$ cat config.mk
export PLATFORM = sky130hd
export DESIGN_NAME = axis_packetizer
export DESIGN_NICKNAME = d
export VERILOG_FILES = /design/src/rtl/axis_packetizer_pkg.sv /design/src/rtl/packetizer_fifo.sv /design/src/rtl/axis_packetizer.sv
export SDC_FILE = /design/constraint.sdc
export NUM_CORES = 1
export LEC_CHECK = 0
export ABC_AREA = 1
export CORE_MARGIN = 5
export CORE_UTILIZATION = 30
export CTS_CLUSTER_SIZE = 30
export DETAILED_ROUTE_END_ITERATION = 8
export PLACE_DENSITY_LB_ADDON = 0.05
export SYNTH_ARGS = -nofsm -noshare
export SYNTH_HDL_FRONTEND = slang
export SYNTH_SLANG_ARGS = --single-unit
$ cat constraint.sdc
create_clock -name clock -period 3.7 [get_ports clock]
set_input_delay 0.555 -clock clock [delete_from_list [all_inputs] [get_ports clock]]
set_output_delay 0.555 -clock clock [all_outputs]
set_load 0.03 [all_outputs]
$ cat src/rtl/axis_packetizer_pkg.sv
// Shared types and constants for the AXI-Stream packetizer.
package axis_packetizer_pkg;

  typedef enum logic {
    IDLE = 1'b0,
    SEND = 1'b1
  } state_t;

  localparam int unsigned DROP_CNT_W = 16;

  // Occupancy needs one bit more than the pointers so full and empty differ.
  function automatic int unsigned level_w(input int unsigned depth);
    return $clog2(depth) + 1;
  endfunction

endpackage

$ cat src/rtl/packetizer_fifo.sv
// Synchronous flop-array FIFO; the head word is presented combinationally.
module packetizer_fifo
  import axis_packetizer_pkg::*;
#(
  parameter int unsigned DATA_W = 32,
  parameter int unsigned DEPTH  = 16,
  localparam int unsigned AW = $clog2(DEPTH),
  localparam int unsigned LW = level_w(DEPTH)
) (
  input  logic              clock,
  input  logic              reset_n,
  input  logic              push,
  input  logic              pop,
  input  logic [DATA_W-1:0] din,
  output logic [DATA_W-1:0] dout,
  output logic [LW-1:0]     level,
  output logic              full,
  output logic              empty
);

  logic [DATA_W-1:0] mem [DEPTH];
  logic [AW-1:0]     wr_ptr;
  logic [AW-1:0]     rd_ptr;
  logic              do_push;
  logic              do_pop;

  assign full    = (level == LW'(DEPTH));
  assign empty   = (level == '0);
  assign do_push = push && !full;
  assign do_pop  = pop && !empty;
  assign dout    = mem[rd_ptr];

  // Storage, pointers and occupancy; pointers wrap naturally at DEPTH.
  always_ff @(posedge clock) begin
    if (!reset_n) begin
      for (int i = 0; i < int'(DEPTH); i++) mem[i] <= '0;
      wr_ptr <= '0;
      rd_ptr <= '0;
      level  <= '0;
    end else begin
      if (do_push) begin
        mem[wr_ptr] <= din;
        wr_ptr      <= wr_ptr + AW'(1);
      end
      if (do_pop) rd_ptr <= rd_ptr + AW'(1);
      if (do_push && !do_pop)      level <= level + LW'(1);
      else if (!do_push && do_pop) level <= level - LW'(1);
    end
  end

endmodule

$ cat src/rtl/axis_packetizer.sv
// Packs a non-stallable word stream into fixed-length AXI-Stream packets,
// with flush of partial packets and sticky drop reporting.
module axis_packetizer
  import axis_packetizer_pkg::*;
#(
  parameter int unsigned DATA_W  = 32,
  parameter int unsigned PKT_LEN = 8,
  parameter int unsigned DEPTH   = 16,
  localparam int unsigned LW = level_w(DEPTH)
) (
  input  logic                  clock,
  input  logic                  reset_n,
  input  logic                  enable,
  input  logic [DATA_W-1:0]     data_in,
  input  logic                  valid,
  input  logic                  flush,
  output logic [DATA_W-1:0]     m_tdata,
  output logic                  m_tvalid,
  input  logic                  m_tready,
  output logic                  m_tlast,
  output logic [LW-1:0]         level,
  output logic                  overflow,
  output logic [DROP_CNT_W-1:0] drop_cnt,
  input  logic                  clear_ovf
);

  state_t          state;
  logic [LW-1:0]   beats;
  logic            flush_pend;
  logic            full;
  logic            empty;
  logic            push;
  logic            pop;
  logic            drop;
  logic            hs;

  assign push = valid && enable && !full;
  assign drop = valid && enable && full;
  assign hs   = m_tvalid && m_tready;
  assign pop  = hs && !empty;

  packetizer_fifo #(
    .DATA_W (DATA_W),
    .DEPTH  (DEPTH)
  ) u_fifo (
    .clock   (clock),
    .reset_n (reset_n),
    .push    (push),
    .pop     (pop),
    .din     (data_in),
    .dout    (m_tdata),
    .level   (level),
    .full    (full),
    .empty   (empty)
  );

  // Packet FSM; a new flush request in the launch cycle is kept pending.
  always_ff @(posedge clock) begin
    if (!reset_n) begin
      state      <= IDLE;
      beats      <= '0;
      m_tvalid   <= 1'b0;
      m_tlast    <= 1'b0;
      flush_pend <= 1'b0;
    end else begin
      if (flush) flush_pend <= 1'b1;
      case (state)
        IDLE: begin
          if (level >= LW'(PKT_LEN)) begin
            state      <= SEND;
            beats      <= LW'(PKT_LEN);
            m_tvalid   <= 1'b1;
            m_tlast    <= 1'b0;
            flush_pend <= flush;
          end else if (flush_pend) begin
            flush_pend <= flush;
            if (level != '0) begin
              state    <= SEND;
              beats    <= level;
              m_tvalid <= 1'b1;
              m_tlast  <= (level == LW'(1));
            end
          end
        end
        SEND: begin
          if (hs) begin
            beats   <= beats - LW'(1);
            m_tlast <= (beats == LW'(2));
            if (beats == LW'(1)) begin
              state    <= IDLE;
              m_tvalid <= 1'b0;
              m_tlast  <= 1'b0;
            end
          end
        end
        default: state <= IDLE;
      endcase
    end
  end

  // Sticky overflow and saturating drop counter; clear beats a same-cycle drop.
  always_ff @(posedge clock) begin
    if (!reset_n) begin
      overflow <= 1'b0;
      drop_cnt <= '0;
    end else if (clear_ovf) begin
      overflow <= 1'b0;
      drop_cnt <= '0;
    end else if (drop) begin
      overflow <= 1'b1;
      if (drop_cnt != '1) drop_cnt <= drop_cnt + DROP_CNT_W'(1);
    end
  end

endmodule

; Yosys cells after proc, flatten, opt, wreduce, memory -nomap -nowiden
; Memory sizes are Yosys's and may differ from the RTL's. A register that Yosys moved wholly into a read port is not among the register bits.
; Cells that the tools add are included.
[op_classes]
n_addsub = 6
n_lt_le_gt_ge = 1
eq_ne = 9
muxes = 38
bitwise = 2
reduce_logical = 21
[op_table]
columns = cell, n
row1 = 32-bit two-way mux, 1
row2 = 32-bit OR reduction, 1
row3 = 5-bit two-way mux, 6
row4 = 1-bit two-way mux, 24
row5 = "16-bit by 1-bit adder with 16-bit output, second input constant", 1
row6 = "16-bit inequality test, second input constant", 1
row7 = 4-bit two-way mux, 3
row8 = "5-bit by 1-bit == test with 1-bit output, second input constant", 2
row9 = 5-bit case mux with 2 select lines, 1
row10 = "5-bit by 1-bit subtractor with 5-bit output, second input constant", 2
row11 = 1-bit logical AND, 9
row12 = "4-bit by 1-bit adder with 4-bit output, second input constant", 2
row13 = "3-bit inequality test, second input constant", 2
row14 = 1-bit case mux with 2 select lines, 3
row15 = "5-bit by 1-bit adder with 5-bit output, second input constant", 1
row16 = "5-bit by 2-bit == test with 1-bit output, second input constant", 1
row17 = "5-bit == test, second input constant", 1
row18 = "5-bit by 4-bit greater-or-equal comparator with 1-bit output, second input constant", 1
row19 = 5-bit logical NOT, 1
row20 = 5-bit nonzero test, 1
row21 = 1-bit logical NOT, 4
row22 = "2-bit by 1-bit inequality test with 1-bit output, second input constant", 2
row23 = 4-bit AND reduction, 1
row24 = 3-bit AND reduction, 1
row25 = 4 further kinds, 5
[totals]
register_bits = 39
mem_bits_rw = 512
output_inout_bits = 56
memories = 1
[memory_table]
columns = name, words, word_bits, rd, rd_clocked_by_memory_dff, wr, line
row1 = u_fifo.mem, 16, 32, 1, 1, 16, packetizer_fifo.sv:21  ; logic [DATA_W-1:0] mem [DEPTH];

; Longest topological paths before layout
[depth]
word_depth = 9
mapped_depth = 13
depth_no_buf = 13

; Modules after synthesis
; From an unflattened synthesis, not the netlist that was laid out.
[unflattened]
cells_unflattened = 3099
hier_area_um2 = 26927.1
[by_module_without_submodules]
columns = module, n_inst, cells_each, area_per_inst_um2, seq_area_each_um2
row1 = packetizer_fifo, 1, 2864, 25386.8, 15715.1
row2 = axis_packetizer, 1, 235, 1540.2, 520.5

; Worst setup path after synthesis
; OpenSTA, ideal clock, no wires.
[synth_timing]
path_kind = flip-flop to flip-flop
from = reg u_fifo.level[0]
to = mem u_fifo.mem[0][0], enable pin
setup_ns = 0.389
arrival_ns = 2.434
path_slack_ns = 0.876
path_stages_with_launch = 11
period_less_slack_ns = 2.824
cell_sequence = dfxtp_1 > inv_1 > ha_1 > nand3_4 > nand2_4 > inv_6 > nand2_8 > nor2_8 > nand2_4 > buf_6 > nand2_1
[synth_lines]
columns = element, line
row1 = from (decl), packetizer_fifo.sv:16  ; output logic [LW-1:0] level,
row2 = from (signal assigned), packetizer_fifo.sv:46  ; if (do_push && !do_pop) level <= level + LW'(1);
row3 = from (signal assigned), packetizer_fifo.sv:47  ; else if (!do_push && do_pop) level <= level - LW'(1);
row4 = to (decl), packetizer_fifo.sv:21

==> impl_summary.txt <==
----------------------------------------------------
[STA]
  Minimum period implied by the final worst setup slack ... around 3.4 ns
  RSZ-0062 raised after global routing ... no
  Final hold violations ... 0
  WHS ... ~0.47 ns
  Timing-limited maximum frequency ... a little under 300 MHz
  Skew final ... about 0.014 ns
  Crit share post-route ... 0.928
  Worst slew margin relative to its limit ... 0.439
  Final Slew Violations ... 0
  Actual slew at the worst max-slew pin ... ~0.84 ns
  Setup TNS ... 0 ns
  # setup viols final ... 0

[Logic synthesis]
  Post-synthesis sequential area ratio ... 0.617
  Syn avg cell area ... 10.0 um^2
  Top cells by area, synth ... edfxtp_1, nor2_1, inv_1, nand3_1, nand2_1
  Top cell type's share of synthesized area ... 0.584
  Biggest area consumer among synthesized cells ... edfxtp_1
  Syn_nets ... approximately 2700
  Total of flip-flops plus latches after synthesis ... roughly 560
  EDFF count, synth ... a little over 500
  Fraction of synthesis flops using an asynchronous set or reset pin ... 0
  Commonest cells in the synthesized netlist ... edfxtp_1, nor2_1, inv_1, nand2_1, nand3_1
  Cell count after synthesis ... approximately 2600
  Total number of yosys warnings ... 0
  Cell area after synthesis ... 26300 um^2
  Top_reg_cell synth ... edfxtp_1
  Most frequent cell after synthesis ... edfxtp_1
  Number of library cell types mapped by synthesis ... 34

[Clock tree]
  Buffers from clock root to sink, at most ... 3
  Post-cts hold buffer count ... 0
  Root buffer cell ... clkbuf_16
  Clock tree from TritonCTS ... done
  Clock net sink count ... between 500 and 600
  Count of instances resized after the clock tree is built ... 0
  Register clock-pin slew on the reported worst setup and hold paths ... ~0.06 ns
  CTS H-tree lvls ... 3
  Clk Latency, worst-skew pair ... 0.60 ns
  Inserted Clock Buffers ... 68

[Setup path]
  Worst setup EP type ... primary output
  Critical path startpoint category ... flop
  Crit path cell chain ... buf_12, o21ai_0, nand3_1, nand3_1, nand2_1, clkdlybuf4s50_1
  Critical path class ... reg -> out
  Arrival @ worst endpoint ... 2.88 ns
  Largest fanout on the critical path ... approximately 170
  Slowest stage cell, crit path ... clkdlybuf4s50_1
  Crit-path most repeated cell ... nand3_1
  Max incr delay on CP ... ~0.71 ns
  Data required time at the worst endpoint ... between 3 and 4 ns

[Detailed routing]
  Total number of vias ... approximately 18000
  Detail Route Antenna Nets ... 0
  Drt total wl ... 81900 um
  Post-detailed-route DRC marker count ... 0
  Average wire per standard cell ... 21.3 um
  First-iteration detailed-routing DRC count ... 1193
  Post-detailed-route via-to-cell ratio ... between 4 and 5
  Number of detailed-route iterations in the first pass ... 5

[Die]
  Area of the core ... ~87000 um^2
  Number of I/O pins ... 95
  Chip Width ... 306 um
  Row count ... between 100 and 150
  Die Y ... a little over 300 um
  Starting Density ... 0.303
  Die outline area ... approximately 94000 um^2

[Run]
  Max_cap viols ... 0

[Pwr]
  Pwr/cell area ... ~520 nW/um^2
  Total leakage power ... around 11 nW
  Worst-case vdd ir drop ... roughly 0.00028 V

[GRT]
  Maximum number of pins on one net before global-route repair ... approximately 170
  Vias in the first global route ... ~18000
  Global-route wire length before repair ... about 120000 um
  Initial antenna violation count ... 0
  Overall global routing resource usage ... 0.172
  Sum of overflow across all layers after global routing ... 0

[Run status]
  Outcome ... finished, final reports clean

[Final layout]
  Proportion of layout cells with a drive suffix above 1 ... 0.110
  Layout area overhead ... 14.9%
  Post-route standard cell area excluding fillers ... just over 30000 um^2
  Number of diodes ... 0
  Layout Nets ... about 2700
  Post-Layout Cell Count ... about 3900
  Final-layout fill cell count ... between 8000 and 9000

[Place]
  IO buf count ... 94
  Gpl congestion ... between 0.7 and 0.8
  Cell area reported after detailed placement ... 28300 um^2
  Cell total after placement ... 3738
  Hpwl dp ... 44100 um

[Min path]
  Class of the tightest hold or removal check ... reg -> reg

----------------------------------------------------
[critical path, delay by kind of cell (launching register included)]
| family | cells | cell delay (ns) |
|---|---|---|
| buffers and inverters | 2 | 1.20 |
| AOI/OAI and AO/OA | 1 | 0.22 |
| and+or+nand+nor | 3 | 0.32 |
| DFF | 1 | 0.44 |
[where the power goes]
group | internal, mW | total [mW] | switching [mW]
Sequential | 7.10 | 7.21 | 0.116
Combinational | 0.759 | 2.31 | 1.55
Clock | 3.58 | 6.16 | 2.59
[state kept, by name (all words and copies together) (netlist names), named ones only]
register and count:
u_fifo.wr_ptr 4, drop_cnt 16, m_tvalid 1, state 1, beats 5, u_fifo.rd_ptr 4
m_tlast 1, u_fifo.level 5, overflow 1, u_fifo.mem 512, flush_pend 1
[metrics by stage]
stage | util | power [mW] | setup slack, ns
3_5_place_dp | 0.325 | 9.69 | 0.761
4_1_cts | 0.348 | 15.9 | 0.0976
2_1_floorplan | - | 8.83 | 0.876
5_1_grt | 0.348 | 16.4 | 0.0707
6_report | 0.348 | 15.7 | 0.265
3_3_place_gp | 0.325 | 9.69 | 0.751
[kinds of logic after synthesis]
family,after synthesis,share of synthesized area
compound gates,443,0.0969
xor+xnor,9,0.00299
fa+ha+maj,14,0.00665
buf+inv,530,0.0951
flops,555,0.617
simple gates,1069,0.182
[layout by cell type, fill, tap and decap left out, types with 3 or more instances in the layout]
cell and count:
dfxtp_1 39, o21ai_0 148, ha_1 14, nand2_2 17, o211ai_1 128, xor2_1 3, clkbuf_16 71, nor2_4 3
buf_4 45, nand2_1 250, nand4_1 4, nand2_4 18, nor2_8 4, edfxtp_1 512, xnor2_1 6, nor3_1 3
clkbuf_1 21, inv_1 334, a21oi_1 161, clkinv_2 8, nor2_2 91, buf_12 22, nand3_1 210, nor2_1 465
clkdlybuf4s50_1 88, o22ai_1 3, dfxtp_4 3, clkinv_1 9
[final timing paths]
| check | startpoint | to | slack (ns) | cells after the start |
|---|---|---|---|---|
| worst max register to register | u_fifo.level[0] | u_fifo.mem[11][24] | 1.28 | 10 |
| worst max-delay path | flop | m_tdata[10] | 0.26 | 6 |
| worst min register to register | u_fifo.rd_ptr[2] | flop | 0.47 | 2 |
| worst min-delay path | u_fifo.rd_ptr[2] | flop | 0.47 | 2 |
[metal layers]
metal  GRT usage  vias to the layer above  routed length (um)
li1            -                     8804                   -
met1       0.241                     8903               38700
met2       0.284                      345               38300
met3      0.0260                      104                3280
met4      0.0418                        0                1590
met5           0                        -                   0
[cell type report]
cell class	count	area (um^2)	share of cell area
clock buffers	93	1870	0.0618
flip-flops and latches	555	16200	0.537
well taps	1155	1450	0.0478
inverters	338	1270	0.0421
repair buffers	156	1670	0.0552
multi-input cells	1535	7630	0.252
clock inverters	19	115	0.00381
[repair_timing]
item	CTS	global route
endpoints found under the setup margin	0	1
buffers inserted	0	1
endpoints found under the hold margin	0	0
Power figures use the tool's default switching activity.
